`src/rtl/mux2_serializer.sv`:
```
// mux2_serializer: FIFO-buffered 2-bit word serializer that drives a mux2 (mux_d/mux_s), samples mux_y as out_bit/out_valid/out_last, and flags mismatches on err/err_count
module mux2_serializer #(
  parameter int ERR_W = 8
) (
  input  logic             clk,
  input  logic             reset,
  input  logic             in_valid,
  input  logic [1:0]       in_data,
  output logic             in_ready,
  output logic [1:0]       mux_d,
  output logic             mux_s,
  input  logic             mux_y,
  output logic             out_valid,
  output logic             out_bit,
  output logic             out_last,
  output logic             err,
  output logic [ERR_W-1:0] err_count
);
  typedef enum logic [1:0] {IDLE, SEND0, SEND1} state_t;
  state_t state_q, state_d;
  logic [1:0] mem_q [2];
  logic wr_q, rd_q;
  logic [1:0] cnt_q;
  logic [1:0] mux_d_q;
  logic mux_s_q, out_valid_q, out_bit_q, out_last_q, err_q;
  logic [ERR_W-1:0] err_count_q;
  logic push, pop;
  assign in_ready = !reset && cnt_q != 2'd2;
  assign push = in_valid && in_ready;
  assign pop = state_q != SEND0 && cnt_q != 2'd0;
  always_comb state_d = pop ? SEND0 : state_q == SEND0 ? SEND1 : IDLE;
  always_ff @(posedge clk) begin
    if (reset) begin
      state_q     <= IDLE;
      mem_q[0]    <= '0;
      mem_q[1]    <= '0;
      wr_q        <= 1'b0;
      rd_q        <= 1'b0;
      cnt_q       <= '0;
      mux_d_q     <= '0;
      mux_s_q     <= 1'b0;
      out_valid_q <= 1'b0;
      out_bit_q   <= 1'b0;
      out_last_q  <= 1'b0;
      err_q       <= 1'b0;
      err_count_q <= '0;
    end else begin
      state_q <= state_d;
      if (push) begin
        mem_q[wr_q] <= in_data;
        wr_q        <= !wr_q;
      end
      if (pop) begin
        mux_d_q <= mem_q[rd_q];
        rd_q    <= !rd_q;
      end
      cnt_q       <= cnt_q + {1'b0, push} - {1'b0, pop};
      mux_s_q     <= state_q == SEND0;
      out_valid_q <= state_q != IDLE;
      out_last_q  <= state_q == SEND1;
      err_q       <= state_q != IDLE && mux_y != mux_d_q[mux_s_q];
      if (state_q != IDLE) out_bit_q <= mux_y;
      if (err_q && err_count_q != '1) err_count_q <= err_count_q + 1'b1;
    end
  end
  assign mux_d     = mux_d_q;
  assign mux_s     = mux_s_q;
  assign out_valid = out_valid_q;
  assign out_bit   = out_bit_q;
  assign out_last  = out_last_q;
  assign err       = err_q;
  assign err_count = err_count_q;
endmodule
```
`config.mk`:
```
export PLATFORM = sky130hd
export DESIGN_NAME = mux2_serializer
export DESIGN_NICKNAME = d
export VERILOG_FILES = /design/src/rtl/mux2_serializer.sv
export SDC_FILE = /design/constraint.sdc
export NUM_CORES = 1
export LEC_CHECK = 0
export BUFFER_PORTS_ARGS = -buffer_cell sky130_fd_sc_hd__buf_2
export CORE_UTILIZATION = 50
export DETAILED_ROUTE_END_ITERATION = 16
export PLACE_DENSITY_LB_ADDON = 0.2
export SYNTH_ARGS = -nofsm -noshare
export SYNTH_HDL_FRONTEND = slang
export SYNTH_SLANG_ARGS = --single-unit
```
`constraint.sdc`:
```
create_clock -name clk -period 3 [get_ports clk]
set_input_delay 0.3 -clock clk [delete_from_list [all_inputs] [get_ports clk]]
set_output_delay 0.3 -clock clk [all_outputs]
set_load 0.005 [all_outputs]
```
==> flow_summary.yaml <==
floorplanning:
  rows: 16
  dieWidth_um: 49.2
  pin_count: 22
  start_util_pct: 55.1
  core_area_mm2: 0.00202
  die_area_mm2: 0.00242
  die_h_um: 49.2
drt:
  first_pass_iters: 4
  dr_total_vias: 891
  drt-vias-per-instance: 5.57
  ant_nets: 0
  routedWlPerCell_um: 12.4
  drt-total-wl_um: 1990
  drt_iter0_drc: 3
  drc: 0
timing:
  rsz0062_at_grt: "false"
  tightest_slew_ps: 489
  final_hold_viol_count: 0
  fin_crit_sh_pct: 59.8
  fin_skew_ps: 2.56
  slew_viol_final: 0
  slew-limit-headroom_pct: 66.6
  max_freq_mhz: 557
  hold_slack_ps: 243
  setup_viol: 0
  tns_ps: 0
  setup_ws_ps: 1200
  final.min_clock_period_ps: 1800
place:
  placed_area_mm2: 0.00123
  placed_cells: 156
  io_buffers: 21
  place.detailed.hpwl_um: 1420
  gp_congestion: 0.745
  pre_cts_slack_ps: 1120
critical_path:
  slowest_delay_ps: 460
  r2r_end: "cnt_q[0]"
  cp.arrival_ps: 2000
  path_delay_family: "simple AND/OR/NAND/NOR gates"
  worst_setup_path_end_kind: "flop"
  cp-start-kind: "flop"
  ff2ff_path_depth: 6
  crit_fanout: 10
  r2r_slack_ps: 1200
  critPathSlowestCell: "nor2b_1"
  criticalPathCategory: "reg2reg"
  crit_chain: "nor2b_1 > nor2_1 > ha_1 > inv_1 > ha_1 > nor2b_1"
  cp.required_ps: 3200
  crit_buf_inv: 1
  r2r-start: "state_q[0]"
clock_network:
  clk_path_buf_depth: 2
  clkLatencyLatePin_ps: 310
  cts_setup_buffers: 0
  root_buffer: "clkbuf_4"
  cts_tree: "done"
  cts_hold_buf: 0
  postCtsResizedCells: 0
  cts_max_level: 1
  cts.sinks: 25
  cts_buffers: 3
  clkTransAtPathRegs_ps: 140
synthesis:
  syn-num-nets: 121
  ys_seq_area_share_pct: 48.5
  synth_top_cell_by_area: "dfxtp_1"
  synth_top_flop_cell: "dfxtp_1"
  syn_avg_cell_area_um2: 9.95
  netlist_instances: 112
  synth_area_leaders: "dfxtp_1 (38%), edfxtp_1 (11%), mux2i_1 (3.6%), ha_1 (3.4%), nor2b_1 (3.4%)"
  ys_types: 39
  synth.top_cell.area_share_pct: 37.7
  synth_warnings: 0
  synth_edf_count: 4
  async_reset_ff_share_pct: 0
  netlist_area_mm2: 0.00111
  synth_seq_cells: 25
cells_and_area:
  finalNetCount: 143
  post-route-util_pct: 62.3
  diodes: 0
  mostFrequentLayoutCells: "dfxtp_1 (21), buf_2 (21), nor2_1 (7), nor3_1 (7), a21oi_1 (7)"
  area_growth_pct: 12.9
  fin_cells: 160
  post-route-cell-area_mm2: 0.00126
  drive_above_1_share_pct: 21.8
grt:
  track_usage_pct: 18.1
  grt_first_pass_wirelength_um: 3400
  grt_max_degree: 31
  grt_overflow: 0
  antenna_found_initial: 0
  first_global_vias: 832
power:
  p_per_area_mw_per_mm2: 615
  finalPower_mw: 0.774
  p_leak_nw: 0.525
  ir_worst_vdd_v: 0.000316
outcome:
  run_status: "finished, final reports clean"
hold_path:
  min_path_cells: 3
  hold_end: "out_bit"
  hp-start: "mux_y"
  hold_class: "in2reg"
run:
  drv_cap: 0
-- final cells by class --
cell class / count / area [um^2]
clock inverter: 1 / 6.26
timing repair buffer: 21 / 105
sequential: 25 / 541
fill: 183 / 763
tap: 27 / 33.8
clock buffer: 3 / 22.5
multi-input combinational: 77 / 528
inverter: 6 / 22.5
-- kinds of logic after synthesis --
| logic type | synth area share, % |
|---|---|
| adders and majority gates | 3.37 |
| xor gates and xnor gates | 2.36 |
| and+or+nand+nor | 23.8 |
| AOI/OAI and AO/OA | 13.2 |
| buffers and inverters | 4.15 |
| DFF | 48.5 |
| muxes | 4.60 |
-- layer usage --
layer,vias to the layer above,wire length (um),track usage [%]
li1,455,-,-
met5,-,0,0
met2,16,967,31.5
met1,418,943,21.9
met3,2,66,2.80
met4,0,11,7.35
-- where the power goes --
group | leakage (nW) | total (mW) | internal (mW) | switching, mW
clock network | 0.0183 | 0.154 | 0.0518 | 0.102
logic | 0.294 | 0.195 | 0.0947 | 0.101
registers | 0.213 | 0.425 | 0.389 | 0.0363
total | 0.525 | 0.774 | 0.535 | 0.239
-- Yosys cell counts (3+ instances only) --
library cell	n
or3_1	3
dfxtp_1	21
nand4_1	3
mux2i_1	4
nor2_1	7
a211oi_1	3
edfxtp_1	4
nor3_1	7
ha_1	3
inv_1	6
a21oi_1	7
nor2b_1	6
and3_1	3
o21ai_0	4
nand2b_1	3
-- flip-flops by register name (all words and copies together), names as in the netlist --
| name | flops |
|---|---|
| out_valid | 1 |
| out_bit | 1 |
| mem_q | 4 |
| cnt_q | 2 |
| err | 1 |
| mux_d | 2 |
| wr_q | 1 |
| rd_q | 1 |
| state_q | 2 |
| mux_s | 1 |
| err_count | 8 |
| out_last | 1 |
-- tightest hold or removal path, cell delays in order --
cell and delay, ps:
buf_2 110, o21ai_0 60, a21oi_1 60
-- worst max path at each step --
stage | start | to | depth (start not counted)
5_1_grt | state_q[0] | cnt_q[1] | 7
6_report | state_q[0] | cnt_q[0] | 6
3_5_place_dp | reset | cnt_q[0] | 7
3_3_place_gp | reset | cnt_q[0] | 7
2_1_floorplan | reset | cnt_q[1] | 8
4_1_cts | state_q[0] | cnt_q[0] | 6
Power figures use the tool's default switching activity.
